**src/rtl/hazard_pkg.sv**
```systemverilog
// Shared types and default widths for the ID/EX hazard control stage.
// Default bundle widths match the decoder's WB/M/EX control encoding.
package hazard_pkg;

    typedef enum logic [1:0] {
        IDLE,
        BUBBLE,
        HOLD
    } state_t;

    localparam int unsigned WB_W_DEF      = 2;
    localparam int unsigned M_W_DEF       = 2;
    localparam int unsigned EX_W_DEF      = 14;
    localparam int unsigned MREAD_BIT_DEF = 1;
    localparam int unsigned REG_AW_DEF    = 5;
    localparam int unsigned CNT_W         = 2;

endpackage

```
**src/rtl/hazard_detect.sv**
```systemverilog
// Load-use hazard compare between the load sitting in EX and the instruction in ID.
module hazard_detect #(
    parameter int unsigned REG_AW = 5
) (
    input  logic              i_ex_valid,
    input  logic              i_ex_mread,
    input  logic [REG_AW-1:0] i_ex_rt,
    input  logic              i_id_valid,
    input  logic [REG_AW-1:0] i_id_rs,
    input  logic [REG_AW-1:0] i_id_rt,
    output logic              o_hazard
);

    logic w_rs_match;
    logic w_rt_match;

    assign w_rs_match = (i_ex_rt == i_id_rs);
    assign w_rt_match = (i_ex_rt == i_id_rt);

    // Register zero is hardwired, so a load to it never creates a dependency.
    assign o_hazard = i_ex_valid & i_ex_mread & i_id_valid &
                      (i_ex_rt != '0) & (w_rs_match | w_rt_match);

endmodule

```
**src/rtl/hazard_ctrl_stage.sv**
```systemverilog
// ID/EX control pipeline register with load-use bubbles, multi-cycle EX hold and flush.
// Optional performance counters (bubble_cnt, hold_cnt) when HAZ_PERF_CNT_EN is defined.
module hazard_ctrl_stage
    import hazard_pkg::*;
#(
    parameter int unsigned WB_W         = WB_W_DEF,
    parameter int unsigned M_W          = M_W_DEF,
    parameter int unsigned EX_W         = EX_W_DEF,
    parameter int unsigned MREAD_BIT    = MREAD_BIT_DEF,
    parameter int unsigned REG_AW       = REG_AW_DEF,
    parameter int unsigned LOAD_BUBBLES = 1
) (
    input  logic              clk,
    input  logic              rst_n,
    input  logic [WB_W-1:0]   id_wb,
    input  logic [M_W-1:0]    id_m,
    input  logic [EX_W-1:0]   id_ex,
    input  logic              id_valid,
    input  logic [REG_AW-1:0] id_rs,
    input  logic [REG_AW-1:0] id_rt,
    input  logic              flush,
    input  logic              ex_busy,
`ifdef HAZ_PERF_CNT_EN
    output logic [31:0]       bubble_cnt,
    output logic [31:0]       hold_cnt,
`endif
    output logic [WB_W-1:0]   ex_wb,
    output logic [M_W-1:0]    ex_m,
    output logic [EX_W-1:0]   ex_ex,
    output logic [REG_AW-1:0] ex_rt,
    output logic              ex_valid,
    output logic              pc_write,
    output logic              ifid_write
);

    logic [WB_W-1:0]   r_ex_wb;
    logic [M_W-1:0]    r_ex_m;
    logic [EX_W-1:0]   r_ex_ex;
    logic [REG_AW-1:0] r_ex_rt;
    logic              r_ex_valid;
    state_t            r_state;
    logic [CNT_W-1:0]  r_cnt;
    logic              r_flush_pending;

    state_t            w_work_state;
    state_t            w_nxt_state;
    logic [CNT_W-1:0]  w_nxt_cnt;
    logic              w_nxt_flush_pending;
    logic              w_load_id;
    logic              w_load_bubble;
    logic              w_haz_bubble;
    logic              w_pc_write;
    logic              w_hazard_raw;
    logic              w_hazard;

    hazard_detect #(
        .REG_AW (REG_AW)
    ) u_hazard_detect (
        .i_ex_valid (r_ex_valid),
        .i_ex_mread (r_ex_m[MREAD_BIT]),
        .i_ex_rt    (r_ex_rt),
        .i_id_valid (id_valid),
        .i_id_rs    (id_rs),
        .i_id_rt    (id_rt),
        .o_hazard   (w_hazard_raw)
    );

    // Leaving HOLD resumes whatever bubble sequence was frozen by the counter.
    always_comb begin
        w_work_state = r_state;
        if (r_state == HOLD) begin
            w_work_state = (r_cnt != '0) ? BUBBLE : IDLE;
        end
    end

    assign w_hazard = w_hazard_raw & (w_work_state == IDLE) & ~ex_busy;

    always_comb begin
        w_nxt_state         = w_work_state;
        w_nxt_cnt           = r_cnt;
        w_nxt_flush_pending = r_flush_pending;
        w_load_id           = 1'b0;
        w_load_bubble       = 1'b0;
        w_haz_bubble        = 1'b0;
        w_pc_write          = 1'b1;
        if (ex_busy) begin
            w_nxt_state = HOLD;
            w_pc_write  = 1'b0;
            if (flush) begin
                w_nxt_flush_pending = 1'b1;
            end
        end else if (flush || r_flush_pending) begin
            w_load_bubble       = 1'b1;
            w_nxt_cnt           = '0;
            w_nxt_state         = IDLE;
            w_nxt_flush_pending = 1'b0;
        end else if (w_work_state == BUBBLE) begin
            w_load_bubble = 1'b1;
            w_haz_bubble  = 1'b1;
            w_pc_write    = 1'b0;
            w_nxt_cnt     = r_cnt - 1'b1;
            if (r_cnt == CNT_W'(1)) begin
                w_nxt_state = IDLE;
            end
        end else if (w_hazard) begin
            w_load_bubble = 1'b1;
            w_haz_bubble  = 1'b1;
            w_pc_write    = 1'b0;
            if (LOAD_BUBBLES > 1) begin
                w_nxt_cnt   = CNT_W'(LOAD_BUBBLES - 1);
                w_nxt_state = BUBBLE;
            end
        end else begin
            w_load_id = 1'b1;
        end
    end

    always_ff @(posedge clk) begin
        if (!rst_n) begin
            r_ex_wb         <= '0;
            r_ex_m          <= '0;
            r_ex_ex         <= '0;
            r_ex_rt         <= '0;
            r_ex_valid      <= 1'b0;
            r_state         <= IDLE;
            r_cnt           <= '0;
            r_flush_pending <= 1'b0;
        end else begin
            r_state         <= w_nxt_state;
            r_cnt           <= w_nxt_cnt;
            r_flush_pending <= w_nxt_flush_pending;
            if (w_load_bubble) begin
                r_ex_wb    <= '0;
                r_ex_m     <= '0;
                r_ex_ex    <= '0;
                r_ex_rt    <= '0;
                r_ex_valid <= 1'b0;
            end else if (w_load_id) begin
                r_ex_wb    <= id_wb;
                r_ex_m     <= id_m;
                r_ex_ex    <= id_ex;
                r_ex_rt    <= id_rt;
                r_ex_valid <= id_valid;
            end
        end
    end

`ifdef HAZ_PERF_CNT_EN
    logic [31:0] r_bubble_cnt;
    logic [31:0] r_hold_cnt;

    always_ff @(posedge clk) begin
        if (!rst_n) begin
            r_bubble_cnt <= '0;
            r_hold_cnt   <= '0;
        end else begin
            if (w_haz_bubble && (r_bubble_cnt != '1)) begin
                r_bubble_cnt <= r_bubble_cnt + 32'd1;
            end
            if (ex_busy && (r_hold_cnt != '1)) begin
                r_hold_cnt <= r_hold_cnt + 32'd1;
            end
        end
    end

    assign bubble_cnt = r_bubble_cnt;
    assign hold_cnt   = r_hold_cnt;
`endif

    assign ex_wb      = r_ex_wb;
    assign ex_m       = r_ex_m;
    assign ex_ex      = r_ex_ex;
    assign ex_rt      = r_ex_rt;
    assign ex_valid   = r_ex_valid;
    assign pc_write   = w_pc_write;
    assign ifid_write = w_pc_write;

endmodule

```
**config.mk**
```make
export PLATFORM = sky130hd
export DESIGN_NAME = hazard_ctrl_stage
export DESIGN_NICKNAME = d
export VERILOG_FILES = /design/src/rtl/hazard_pkg.sv /design/src/rtl/hazard_detect.sv /design/src/rtl/hazard_ctrl_stage.sv
export SDC_FILE = /design/constraint.sdc
export NUM_CORES = 1
export LEC_CHECK = 0
export BUFFER_PORTS_ARGS = -buffer_cell sky130_fd_sc_hd__buf_2
export CAP_MARGIN = 10
export CELL_PAD_IN_SITES_DETAIL_PLACEMENT = 1
export CELL_PAD_IN_SITES_GLOBAL_PLACEMENT = 2
export CORE_MARGIN = 5
export CORE_UTILIZATION = 34
export CTS_BUF_LIST = sky130_fd_sc_hd__clkbuf_4 sky130_fd_sc_hd__clkbuf_8 sky130_fd_sc_hd__clkbuf_16
export CTS_CLUSTER_DIAMETER = 120
export CTS_CLUSTER_SIZE = 14
export DETAILED_ROUTE_END_ITERATION = 7
export PLACE_DENSITY = 0.88
export SYNTH_ARGS = -nofsm -noshare
export SYNTH_HDL_FRONTEND = slang
export SYNTH_SLANG_ARGS = --single-unit
```
**constraint.sdc**
```tcl
create_clock -name clk -period 4.53 [get_ports clk]
set_clock_uncertainty 0.2 [all_clocks]
set_input_delay 0.2265 -clock clk [delete_from_list [all_inputs] [get_ports clk]]
set_output_delay 0.2265 -clock clk [all_outputs]
set_load 0.03 [all_outputs]
```
==> results.sh <==
export IMPL_outcome="complete, no violations"
export IMPL_vdd_drop_max_mv=0.104
export IMPL_cts_buffer_depth=2
export IMPL_reg2reg_from="ex_rt[1]"
export IMPL_holdWs_ps=111
export IMPL_critPathMaxFanout=19
export IMPL_cts_root_buf="clkbuf_8"
export IMPL_rr_worst_depth=6
export IMPL_worstPathArrival_ps=2750
export IMPL_cp_start_kind="register"
export IMPL_postRouteAntennaNets=0
export IMPL_relSlewSlack_pct=22.6
export IMPL_diodes=0
export IMPL_syn_to_final_growth_pct=16.7
export IMPL_cts_resized=0
export IMPL_p_sw_mw=0.232
export IMPL_holdPathEnd="r_flush_pending"
export IMPL_dieArea_sq_mm=0.00828
export IMPL_route_met3_wl_um=269
export IMPL_maxCapViolations=0
export IMPL_gp_congestion=0.755
export IMPL_via_count=2088
export IMPL_hold_viol=0
export IMPL_synth_seq_cells=29
export IMPL_synth_nets=286
export IMPL_switching_share_pct=33.4
export IMPL_portBuffers=58
export IMPL_yosys_warnings=0
export IMPL_synth_area_per_cell_sq_um=8.89
export IMPL_clkPwrFrac_pct=33.4
export IMPL_worst_endpoint_required_ps=4100
export IMPL_endpoint_kind="output pin"
export IMPL_met1_length_um=3270
export IMPL_drc=0
export IMPL_synth_edf_count=0
export IMPL_syn_inst=251
export IMPL_antenna_found_initial=0
export IMPL_fin_cells=370
export IMPL_fin_crit_sh_pct=70.2
export IMPL_initial_core_util_pct=35.1
export IMPL_coreArea_sq_mm=0.00635
export IMPL_max_slew_worst_pin_slew_ps=1150
export IMPL_viasPerCell=5.64
export IMPL_slew_viol_final=0
export IMPL_hold_buffers=0
export IMPL_cts_tree="done"
export IMPL_cts_sinks=29
export IMPL_totalWireLength_um=6790
export IMPL_internal_power_mw=0.463
export IMPL_io_pins=59
export IMPL_design_area_sq_mm=0.00260
export IMPL_cts_made_buffers=5
export IMPL_die_x_um=91
export IMPL_dp_hpwl_um=4200
export IMPL_ys_types=35
export IMPL_wire_per_inst_um=18.3
export IMPL_htree_levels=2
export IMPL_nets=328
export IMPL_ys_async_sr_fraction_pct=0
export IMPL_leakage_nw=0.955
export IMPL_combPwrFrac_pct=26.3
export IMPL_grt_pass1_vias=2294
export IMPL_grt_usage_pct=16.2
export IMPL_placed_area_sq_mm=0.00251
export IMPL_worstHoldPathCells=3
export IMPL_clkSlewWorstSetupHoldPaths_ps=70
export IMPL_insertion_delay_ps=290
export IMPL_ys_seq_area_share_pct=26.0
export IMPL_grt_pass1_wl_um=11200
export IMPL_rows=29
export IMPL_rsz0062_at_grt="no"
export IMPL_die_h_um=91
export IMPL_powerDensity_mw_per_mm2=267
export IMPL_postCtsSetupBuffers=0
export IMPL_first_pass_iters=4
export IMPL_ff2ff_setup_slack_ps=1600
export IMPL_overflow=0
export IMPL_synthFlopType="dfxtp_1"
export IMPL_drt_iter0_markers=74
export IMPL_setup_viol=0
export IMPL_min_period_ps=3180
export IMPL_seq_power_share_pct=40.3
export IMPL_worst_setup_path_type="reg -> out"
export IMPL_drive_above_1_share_pct=31.7
export IMPL_hp_class="in -> reg"
export IMPL_synth_area_sq_mm=0.00223
export IMPL_tns_ps=0
export IMPL_clock_fmax_mhz=314
export IMPL_worstHoldStart="flush"
export IMPL_wl_met2_um=3180
export IMPL_r2r_end="ex_rt[2]"
export IMPL_dr_max_layer_used="met4"
export IMPL_grt_max_degree=53
export IMPL_placed_cells=363
[kinds of logic (layout without fill, tap and decap cells)]
family                     Yosys count  after routing  share of synthesized area, %
AOI/OAI and AO/OA                   83             83                          31.0
and+or+nand+nor                     68             68                          19.5
adders and majority gates            2              2                          1.12
DFF                                 29             29                          26.0
buffers and inverters               36             78                          8.08
xor gates and xnor gates            10             10                          3.93
muxes                               23             23                          10.4
[power groups by stage]
stage | registers, mW | logic [mW] | clock network [mW]
3_5_place_dp | 0.286 | 0.183 | 0
3_3_place_gp | 0.286 | 0.180 | 0
6_report | 0.280 | 0.183 | 0.232
5_1_grt | 0.282 | 0.197 | 0.245
2_1_floorplan | 0.307 | 0.111 | 0
4_1_cts | 0.280 | 0.184 | 0.236
[metrics by stage]
step / total power, mW / setup slack, ps / util, %
2_1_floorplan: 0.418 / 1620 / -
3_3_place_gp: 0.466 / 1680 / 39.6
3_5_place_dp: 0.469 / 1630 / 39.6
4_1_cts: 0.701 / 1340 / 41.0
5_1_grt: 0.724 / 1230 / 41.0
6_report: 0.695 / 1350 / 41.0
[final cells by class]
type	count	area (sq um)
fill	769	3750
multi-input combinational	186	1480
sequential	29	581
timing repair buffer	62	320
tap	77	96.3
clock buffer	7	90.1
inverter	9	33.8
[cell usage after synthesis, types with 4 or more instances]
cell	instances	area share, %
xnor2_1	10	3.9
mux2i_1	22	9.9
clkbuf_1	16	2.7
dfxtp_1	29	26
and3_1	24	6.7
nor2_1	8	1.3
a21oi_1	32	7.2
a221oi_2	18	12
buf_6	4	2.0
a221oi_1	4	1.6
nor3b_1	17	5.7
inv_1	8	1.3
a211oi_1	4	1.3
a21boi_0	19	6.4
[how the worst max path moves through the flow]
stage          startpoint    endpoint  cells after the start
2_1_floorplan    ex_rt[1]    pc_write                      8
3_5_place_dp     ex_rt[1]    ex_rt[2]                      6
4_1_cts          ex_rt[1]  ifid_write                      7
3_3_place_gp     ex_rt[1]  ifid_write                      7
6_report         ex_rt[1]  ifid_write                      7
5_1_grt          ex_rt[1]    pc_write                      7
[state kept, by name, indices dropped and copies added, names as in the netlist]
name	flops
ex_wb	2
ex_rt	5
r_flush_pending	1
ex_m	2
ex_valid	1
r_state	2
r_cnt	2
ex_ex	14
[worst max-delay path: stages, from the launching register on]
cell	delay, ps
dfxtp_1	360
or4_4	590
nor2_8	280
or2_1	360
buf_4	320
o21ai_0	110
a21oi_1	220
buf_2	220
[layout by cell type (no fill, tap or decap), drive strengths merged, types with 2 or more instances in the layout]
cell type,n
and3,24
nand2b,2
mux2i,22
inv,8
a221oi,22
nor3b,17
ha,2
nor2,9
nor3,3
dfxtp,29
buf,62
clkbuf,7
xnor2,10
nand2,3
nand3,3
a21oi,32
a211oi,4
o21ai,4
a21boi,19
or3,2
[layer usage]
layer	up-vias	GRT usage [%]
met4	0	4.40
met3	8	3.88
met5	-	0
li1	1019	-
met1	1015	20.6
met2	46	27.5
No activity file was read; power rests on OpenSTA's default activity.
